### src/rtl/simon_pkt_rx.sv
// -----------------------------------------------------------------------------
// simon_pkt_rx
//
// Byte-serial packet assembler feeding the SIMON input stage. A byte stream
// with a valid/ready handshake is collected into a fill buffer of PKT_BYTES
// bytes:
//   - N/2 data bytes,
//   - one count byte,
//   - one info byte.
// A full buffer is copied to the parallel output register and announced with
// in_newPKT. The output register and the fill buffer are separate, so the
// next packet fills while the current one is presented.
//
// Compile-time configuration:
//   `N                 SIMON word width (defaults to 16 when not defined).
//   `MODE              Expected mode nibble in info[3:0] (defaults to 4'd0).
//   SIMON_RX_CHECK_EN  When defined, each buffered packet is checked before it
//                      is presented. Rejected packets raise a one-cycle rx_err
//                      pulse. When undefined, every full buffer is presented
//                      and rx_err is tied low.
//
// Ports:
//   clk         in   system clock, rising edge
//   nR          in   asynchronous active-low reset
//   rx_byte     in   [7:0] incoming byte
//   rx_valid    in   rx_byte valid this cycle
//   rx_sof      in   rx_byte is the first byte of a packet (resync)
//   rx_ready    out  block accepts a byte this cycle (= not full)
//   in_loadPKT  in   input stage has captured pkt_out
//   in_donePKT  in   input stage idle, ready for a new packet
//   in_newPKT   out  pkt_out holds a new packet
//   pkt_out     out  [PKT_BYTES*8-1:0] packet; byte 0 is bits [7:0] (first received)
//   pkt_cnt     out  [7:0] packets presented since reset (wraps)
//   rx_err      out  one-cycle pulse on a rejected packet
// -----------------------------------------------------------------------------
`ifndef N
`define N 16
`endif
`ifndef MODE
`define MODE 4'd0
`endif

module simon_pkt_rx #(
  parameter  int N         = `N,
  localparam int PKT_BYTES = (N / 2) + 2,
  localparam int IDX_W     = $clog2(PKT_BYTES)
) (
  input  logic                   clk,
  input  logic                   nR,
  input  logic [7:0]             rx_byte,
  input  logic                   rx_valid,
  input  logic                   rx_sof,
  output logic                   rx_ready,
  input  logic                   in_loadPKT,
  input  logic                   in_donePKT,
  output logic                   in_newPKT,
  output logic [PKT_BYTES*8-1:0] pkt_out,
  output logic [7:0]             pkt_cnt,
  output logic                   rx_err
);

  localparam logic [IDX_W-1:0] LAST_IDX = IDX_W'(PKT_BYTES - 1);

  typedef enum logic [1:0] {
    ST_IDLE    = 2'd0,
    ST_PRESENT = 2'd1,
    ST_RELEASE = 2'd2
  } state_t;

  state_t                   state_r;
  state_t                   state_s;
  logic [PKT_BYTES*8-1:0]   fbuf_r;
  logic [IDX_W-1:0]         idx_r;
  logic                     full_r;
  logic [PKT_BYTES*8-1:0]   pkt_out_r;
  logic [7:0]               pkt_cnt_r;
  logic                     newpkt_r;
  logic                     newpkt_s;
  logic                     accept_s;
  logic                     copy_s;
  logic                     reject_s;
  logic                     pkt_ok_s;

`ifdef SIMON_RX_CHECK_EN
  localparam int         CNT_LO  = (N / 2) * 8;
  localparam int         INFO_LO = ((N / 2) + 1) * 8;
  localparam logic [3:0] MODE_V  = `MODE;

  logic [7:0] exp_cnt_r;
  logic       rx_err_r;

  // Packet acceptance rule. A packet is accepted only if all of these hold:
  //   - the count byte matches the expected sequence number,
  //   - the mode nibble matches,
  //   - the info direction bit marks it as an input packet.
  function automatic logic pkt_check(
    input logic [7:0] cnt_b,
    input logic [4:0] info_lo,
    input logic [7:0] exp_cnt
  );
    pkt_check = (cnt_b == exp_cnt) &&
                (info_lo[3:0] == MODE_V) &&
                (info_lo[4] == 1'b0);
  endfunction

  assign pkt_ok_s = pkt_check(fbuf_r[CNT_LO +: 8], fbuf_r[INFO_LO +: 5], exp_cnt_r);
  assign rx_err   = rx_err_r;
`else
  assign pkt_ok_s = 1'b1;
  assign rx_err   = 1'b0;
`endif

  // The ready signal comes straight from the full flag. While the buffer is
  // full, nothing is accepted (not even a resync byte). A copy and a byte
  // accept therefore can never occur in the same cycle.
  assign rx_ready  = ~full_r;
  assign accept_s  = rx_valid & ~full_r;
  assign in_newPKT = newpkt_r;
  assign pkt_out   = pkt_out_r;
  assign pkt_cnt   = pkt_cnt_r;

  // Fill buffer, fill index and full flag.
  always_ff @(posedge clk or negedge nR) begin
    if (!nR) begin
      fbuf_r <= '0;
      idx_r  <= '0;
      full_r <= 1'b0;
    end else if (accept_s) begin
      if (rx_sof) begin
        // Resync: restart the packet at byte 0 and drop any partial fill.
        fbuf_r[7:0] <= rx_byte;
        idx_r       <= IDX_W'(1);
      end else begin
        for (int i = 0; i < PKT_BYTES; i++) begin
          if (idx_r == IDX_W'(i)) begin
            fbuf_r[i*8 +: 8] <= rx_byte;
          end
        end
        if (idx_r == LAST_IDX) begin
          idx_r  <= '0;
          full_r <= 1'b1;
        end else begin
          idx_r <= idx_r + IDX_W'(1);
        end
      end
    end else if (copy_s || reject_s) begin
      full_r <= 1'b0;
    end
  end

  // Output FSM state register.
  always_ff @(posedge clk or negedge nR) begin
    if (!nR) begin
      state_r <= ST_IDLE;
    end else begin
      state_r <= state_s;
    end
  end

  // Output FSM: next state, copy/reject strobes and the next in_newPKT value.
  always_comb begin
    state_s  = state_r;
    newpkt_s = newpkt_r;
    copy_s   = 1'b0;
    reject_s = 1'b0;
    case (state_r)
      ST_IDLE: begin
        if (full_r && in_donePKT && !in_loadPKT) begin
          if (pkt_ok_s) begin
            copy_s   = 1'b1;
            newpkt_s = 1'b1;
            state_s  = ST_PRESENT;
          end else begin
            reject_s = 1'b1;
            state_s  = ST_IDLE;
          end
        end else begin
          state_s = ST_IDLE;
        end
      end
      ST_PRESENT: begin
        if (in_loadPKT) begin
          newpkt_s = 1'b0;
          state_s  = ST_RELEASE;
        end else begin
          newpkt_s = 1'b1;
          state_s  = ST_PRESENT;
        end
      end
      ST_RELEASE: begin
        // Wait for load to drop, so the next in_newPKT starts with a fresh
        // rising edge.
        newpkt_s = 1'b0;
        if (!in_loadPKT) begin
          state_s = ST_IDLE;
        end else begin
          state_s = ST_RELEASE;
        end
      end
      default: begin
        newpkt_s = 1'b0;
        state_s  = ST_IDLE;
      end
    endcase
  end

  // Output register, packet counter and in_newPKT flag. pkt_out is loaded
  // only on the copy edge.
  always_ff @(posedge clk or negedge nR) begin
    if (!nR) begin
      pkt_out_r <= '0;
      pkt_cnt_r <= 8'd0;
      newpkt_r  <= 1'b0;
    end else begin
      newpkt_r <= newpkt_s;
      if (copy_s) begin
        pkt_out_r <= fbuf_r;
        pkt_cnt_r <= pkt_cnt_r + 8'd1;
      end else begin
        pkt_out_r <= pkt_out_r;
        pkt_cnt_r <= pkt_cnt_r;
      end
    end
  end

`ifdef SIMON_RX_CHECK_EN
  // Expected-count tracker and error pulse. The expected count advances only
  // on accepted packets.
  always_ff @(posedge clk or negedge nR) begin
    if (!nR) begin
      exp_cnt_r <= 8'd0;
      rx_err_r  <= 1'b0;
    end else begin
      rx_err_r <= reject_s;
      if (copy_s) begin
        exp_cnt_r <= exp_cnt_r + 8'd1;
      end else begin
        exp_cnt_r <= exp_cnt_r;
      end
    end
  end
`endif

endmodule

### config.mk
export PLATFORM = sky130hd
export DESIGN_NAME = simon_pkt_rx
export DESIGN_NICKNAME = d
export VERILOG_FILES = /design/src/rtl/simon_pkt_rx.sv
export SDC_FILE = /design/constraint.sdc
export NUM_CORES = 1
export LEC_CHECK = 0
export CAP_MARGIN = 30
export CORE_ASPECT_RATIO = 1.25
export CORE_UTILIZATION = 54
export CTS_BUF_LIST = sky130_fd_sc_hd__clkbuf_4
export CTS_CLUSTER_DIAMETER = 100
export DETAILED_ROUTE_END_ITERATION = 10
export GPL_ROUTABILITY_DRIVEN = 0
export HOLD_SLACK_MARGIN = 0.08
export PLACE_DENSITY = 0.8
export SYNTH_ARGS = -nofsm -noshare
export SYNTH_HDL_FRONTEND = slang
export SYNTH_SLANG_ARGS = --single-unit
### constraint.sdc
create_clock -name clk -period 1.84 [get_ports clk]
set_input_delay 0.184 -clock clk [delete_from_list [all_inputs] [get_ports clk]]
set_output_delay 0.184 -clock clk [all_outputs]
set_load 0.02 [all_outputs]
==> impl_metrics.tcl, run 1 <==
set metrics [dict create \
    status "finished, final reports clean" \
    ios 105 \
    io_buffers 103 \
    clock_latency_ns 0.55 \
    r2r_slack_ns 0.15 \
    cap_viol_max_count 0 \
    cp_top_family "buffers and inverters" \
    coreArea_um2 12200 \
    clock_path_buffers 2 \
    critical_path_class "reg2out" \
    die_h_um 127 \
    reg2reg_from "state_r[1]$_DFF_PN0_" \
    place_ws_ns -0.00987 \
    syn_avg_cell_area_um2 15.9 \
    ys_seq_area_frac 0.650 \
    p_per_area_nw_per_um2 1530 \
    combPwrFrac 0.343 \
    peakVddDrop_uv 767 \
    final_cell_mix "dfrtp_1 (176), mux2_2 (161), clkdlybuf4s50_1 (92), clkbuf_4 (19), buf_4 (18)" \
    dp_hpwl_um 8850 \
    syn_nets 441 \
    crit_buf_inv 1 \
    layout_commonest_cell "dfrtp_1" \
    clock-sinks 176 \
    cp.arrival_ns 1.57 \
    period_minus_slack_ns 1.75 \
    drcViolationCount 0 \
    post_route_cells_drive_above_1_share 0.392 \
    synth.distinct_cells 32 \
    whs_ns 0.155 \
    overflow 0 \
    final.setup.worst_slack_ns 0.0850 \
    worst_pin_slew_ns 0.603 \
    reg2reg_depth 4 \
    synth-async-reset-ratio 1.00 \
    grt_pass1_wl_um 21300 \
    switching_share 0.314 \
    worstPathRequired_ns 1.66 \
    via_count 3836 \
    min_path_type "in2async" \
    die_w_um 102 \
    p_sw_mw 4.06 \
    num_rows 45 \
    cts_root_buffer "clkbuf_4" \
    max_stage_delay_ns 0.66 \
    drtAntennaViolNets 0 \
    antenna_found_initial 1 \
    setup_viol 0 \
    slew_headroom 0.597 \
    timing.rr.end "pkt_out[70]$_DFFE_PN0P_" \
    routed_wl_um 13400 \
    area_growth_pct 25.1 \
    end_kind "primary output" \
    path_depth 1 \
    fin_nets 565 \
    path_max_fanout 2 \
    grtUsageTotal 0.225 \
    clock.fmax_ghz 0.570 \
    crit_start "pkt_out[17]$_DFFE_PN0P_" \
    p_int_mw 8.90 \
    synth_warnings 0 \
    dieArea_um2 13000 \
    finalCritPeriodShare 0.954 \
    hold_viol 0 \
    critPathCapture "pkt_out[17]" \
    rsz0062_at_grt "no" \
    clkTransAtPathRegs_ns 0.14 \
    dpl.cell_count 694 \
    cp-start-kind "flip-flop" \
    firstDrtPassIters 4 \
    fin_skew_ns 0.0188 \
    start_util 0.557 \
    seqPwrFrac 0.478 \
    synth_ff_type "dfrtp_1" \
    cts_tree "built" \
    synth_cells 426 \
    wl_per_cell_um 18.4 \
    synth_area_um2 6770 \
    p_leak_nw 4.01 \
    via_per_inst 5.28 \
    grt_pass1_vias 3987 \
    synth_seq_cells 176 \
    drv_slew 0 \
    finalNonFillerCells 726 \
    grt_max_degree 57 \
    crit_chain "clkdlybuf4s50_1" \
    synth_edf_count 0 \
    p_clk_frac 0.179 \
    crit_path_top_delay_cell "clkdlybuf4s50_1" \
    cts_made_buffers 17 \
    drtIter0Drc 116 \
    cts-htree-levels 4 \
]
## cell type report
| type | instances | area [µm²] |
|---|---|---|
| clock inverters | 11 | 166 |
| inverters | 4 | 15.0 |
| repair buffers | 128 | 1300 |
| clock buffers | 19 | 143 |
| flip-flops and latches | 176 | 4400 |
| fillers | 866 | 3690 |
| multi-input cells | 223 | 2240 |
| well taps | 164 | 205 |
| diodes | 1 | 2.50 |
## Yosys cell counts, drive strengths merged (3+ instances only)
library cell / number / share of area
dfrtp: 176 / 0.65
o22ai: 3 / 0.0028
inv: 4 / 0.0022
xor2: 8 / 0.010
nor2: 6 / 0.0033
buf: 21 / 0.017
nor2b: 6 / 0.0055
mux2: 161 / 0.27
nand2: 5 / 0.0028
nor3: 3 / 0.0022
nand2b: 3 / 0.0028
nand3: 7 / 0.0052
## cells by family after synthesis
group           after synthesis  synth area share
simple gates                 42            0.0386
flops                       176             0.650
xor+xnor                      8            0.0103
mux                         162             0.269
other cells                   1          0.000554
buf+inv                      27            0.0207
compound gates                9           0.00850
fa+ha+maj                     1           0.00185
## through the flow
stage / util / area (µm²) / total power [mW] / setup TNS, ns
floorplan: - / 6770 / 8.66 / 0
global route: 0.697 / 8470 / 13.6 / 0
finish: 0.697 / 8470 / 13.0 / 0
global placement: 0.670 / 8150 / 10.6 / 0
CTS: 0.696 / 8460 / 13.1 / 0
detailed placement: 0.670 / 8150 / 10.8 / -0.0392
## worst reg2reg max path, delay by kind of cell, from the launching register on
family / cells / cell delay, ns
multiplexers: 1 / 0.40
buffers and inverters: 1 / 0.27
flip-flops: 1 / 0.44
AND/OR/NAND/NOR: 2 / 0.48
## routing by layer
| metal | vias up | GRT usage | wire, µm |
|---|---|---|---|
| li1 | 1743 | - | - |
| met1 | 2000 | 0.294 | 5690 |
| met2 | 79 | 0.368 | 7010 |
| met3 | 14 | 0.0618 | 445 |
| met4 | 0 | 0.0681 | 208 |
| met5 | - | 0 | 0 |
## flip-flops by register name (all words and copies together), names as in the netlist
register,count
pkt_out,80
state_r,2
in_newPKT,1
idx_r,4
full_r,1
fbuf_r,80
pkt_cnt,8
## power groups by stage
stage               clock (mW)  combinational, mW  sequential (mW)
global route              2.53               4.74             6.37
floorplan                    0               1.83             6.83
finish                    2.32               4.45             6.19
detailed placement           0               4.50             6.28
global placement             0               4.36             6.20
CTS                       2.38               4.51             6.20
## worst min-delay path by stage
stage,from,to,cells past startpoint
finish,nR,fbuf_r[72]$_DFFE_PN0P_,2
global route,nR,pkt_out[74]$_DFFE_PN0P_,2
floorplan,nR,fbuf_r[0]$_DFFE_PN0P_,0
detailed placement,nR,pkt_out[74]$_DFFE_PN0P_,1
global placement,nR,pkt_cnt[7]$_DFFE_PN0P_,1
CTS,nR,fbuf_r[72]$_DFFE_PN0P_,2
## timing repair
action                                 in CTS  in global routing
gates resized for setup                     6                  4
endpoints found under the hold margin     176                  0
hold buffers                                1                  0
setup endpoints to repair                   6                  4
buffers inserted                            0                  0
(Power assumes the default switching activity.)
==> inputs of run 2 (changes only) <==
--- a/config.mk
+++ b/config.mk
@@ -7,6 +7,7 @@
 export LEC_CHECK = 0
 export CAP_MARGIN = 30
 export CORE_ASPECT_RATIO = 1.25
+export CORE_MARGIN = 1
 export CORE_UTILIZATION = 54
 export CTS_BUF_LIST = sky130_fd_sc_hd__clkbuf_4
 export CTS_CLUSTER_DIAMETER = 100
@@ -14,6 +15,7 @@
 export GPL_ROUTABILITY_DRIVEN = 0
 export HOLD_SLACK_MARGIN = 0.08
 export PLACE_DENSITY = 0.8
+export SLEW_MARGIN = 25
 export SYNTH_ARGS = -nofsm -noshare
 export SYNTH_HDL_FRONTEND = slang
 export SYNTH_SLANG_ARGS = --single-unit
==> results of run 2 <==
No change in the layout: final DEF, timing and power equal those of run 1.
==> inputs of run 3 (changes only) <==
--- a/config.mk
+++ b/config.mk
@@ -8,13 +8,15 @@
 export CAP_MARGIN = 30
 export CORE_ASPECT_RATIO = 1.25
 export CORE_MARGIN = 1
-export CORE_UTILIZATION = 54
+export CORE_UTILIZATION = 45
 export CTS_BUF_LIST = sky130_fd_sc_hd__clkbuf_4
 export CTS_CLUSTER_DIAMETER = 100
 export DETAILED_ROUTE_END_ITERATION = 10
 export GPL_ROUTABILITY_DRIVEN = 0
 export HOLD_SLACK_MARGIN = 0.08
-export PLACE_DENSITY = 0.8
+export PLACE_DENSITY = 0.69
+export SETUP_SLACK_MARGIN = 0.05
+export SKIP_LAST_GASP = 1
 export SLEW_MARGIN = 25
 export SYNTH_ARGS = -nofsm -noshare
 export SYNTH_HDL_FRONTEND = slang
==> impl_metrics.tcl, run 3 (synthesis results as in run 1) <==
set metrics [dict create \
    dp_hpwl_um 9000 \
    slew_headroom 0.573 \
    utilization 0.576 \
    setup_viol 0 \
    num_rows 49 \
    fin_skew_ns 0.0173 \
    crit_chain "clkdlybuf4s50_1" \
    via_count 3858 \
    layout_commonest_cell "dfrtp_1" \
    io_buffers 103 \
    clock_latency_ns 0.57 \
    cap_viol_max_count 0 \
    drtIter0Drc 125 \
    p_int_mw 8.16 \
    coreArea_um2 14500 \
    drcViolationCount 6 \
    drv_slew 0 \
    crit_path_top_delay_cell "clkdlybuf4s50_1" \
    p_clk_frac 0.152 \
    p_sw_mw 3.98 \
    drtAntennaViolNets 0 \
    cts_setup_buffers 0 \
    grt_pass1_vias 4111 \
    place_ws_ns 0.00960 \
    cp-start-kind "flip-flop" \
    ios 105 \
    clock-sinks 176 \
    worst_pin_slew_ns 0.638 \
    post_route_cells_drive_above_1_share 0.381 \
    crit_buf_inv 1 \
    p_leak_nw 4.38 \
    final.setup.worst_slack_ns 0.116 \
    period_minus_slack_ns 1.72 \
    cp_top_family "buffers and inverters" \
    hold_viol 0 \
    path_max_fanout 2 \
    fin_nets 563 \
    p_per_area_nw_per_um2 1450 \
    clock_path_buffers 2 \
    final_cell_mix "dfrtp_1 (176), mux2_2 (161), dlygate4sd2_1 (53), clkdlybuf4s50_1 (29), dlymetal6s2s_1 (20)" \
    worstPathRequired_ns 1.66 \
    cts-htree-levels 4 \
    overflow 0 \
    whs_ns 0.186 \
    combPwrFrac 0.341 \
    critical_path_class "reg2out" \
    cts_made_buffers 17 \
    status "finished, violations left" \
    area_growth_pct 23.5 \
    routed_wl_um 13600 \
    switching_share 0.328 \
    finalNonFillerCells 738 \
    seqPwrFrac 0.507 \
    cp.arrival_ns 1.54 \
    dpl.cell_count 705 \
    min_path_type "in2async" \
    via_per_inst 5.23 \
    dieArea_um2 15500 \
    end_kind "primary output" \
    start_util 0.466 \
    peakVddDrop_uv 722 \
    max_stage_delay_ns 0.61 \
    clock.fmax_ghz 0.580 \
    clkTransAtPathRegs_ns 0.12 \
    grtUsageTotal 0.188 \
    die_h_um 139 \
    finalCritPeriodShare 0.937 \
    rsz0062_at_grt "no" \
    wl_per_cell_um 18.4 \
    cts_root_buffer "clkbuf_4" \
    grt_max_degree 56 \
    cts_tree "built" \
    firstDrtPassIters 9 \
    antenna_found_initial 1 \
    violations "design-rule violations" \
    grt_pass1_wl_um 22100 \
    tns_ns 0 \
    die_w_um 112 \
]
## run 3: path summary, 6_finish.rpt
path                                         start                 endpoint  slack [ns]  cells past startpoint
hold reg to reg             pkt_cnt[7]$_DFFE_PN0P_   pkt_cnt[7]$_DFFE_PN0P_        0.48                      1
max in group asynchronous                       nR  pkt_out[13]$_DFFE_PN0P_        1.36                      3
setup / recovery           pkt_out[14]$_DFFE_PN0P_              pkt_out[14]        0.12                      1
setup reg to reg              state_r[1]$_DFF_PN0_  pkt_out[28]$_DFFE_PN0P_        0.15                      4
hold / removal                                  nR   fbuf_r[69]$_DFFE_PN0P_        0.19                      3
min in group clk                        in_loadPKT     state_r[0]$_DFF_PN0_        0.27                      3
## run 3: area by class of cell
cell class	count	area (µm²)
fill	1189	6170
sequential	176	4400
multi-input combinational	223	2240
timing repair buffer	126	1270
tap	178	223
clock buffer	19	143
clock inverter	11	75.1
inverter	4	15.0
antenna	1	2.50
## run 3: power groups by stage
stage	Clock [mW]	Sequential (mW)	Combinational (mW)
6_report	1.84	6.16	4.14
5_1_grt	2.05	6.36	4.43
4_1_cts	1.92	6.19	4.22
3_5_place_dp	0	6.29	4.48
3_3_place_gp	0	6.21	4.36
2_1_floorplan	0	6.83	1.83
## run 3: per-stage QoR
step,instance area [µm²],power (mW)
final,8360,12.1
after global routing,8360,12.8
after CTS,8310,12.3
after detailed placement,8130,10.8
after global placement,8130,10.6
after floorplan,6770,8.66
## run 3: per-layer routing
metal  track usage  wire length [µm]  vias up
li1              -                 -     1739
met1         0.246              6010     2019
met2         0.299              6730       82
met3        0.0450               593       18
met4        0.0839               255        0
met5             0                 0        -
## run 3: repair_timing
item                                   CTS  global route
endpoints found under the hold margin  176             0
hold buffers                             2             0
setup endpoints to repair               53            20
resized for setup                       53            20
pin swaps                                0             0
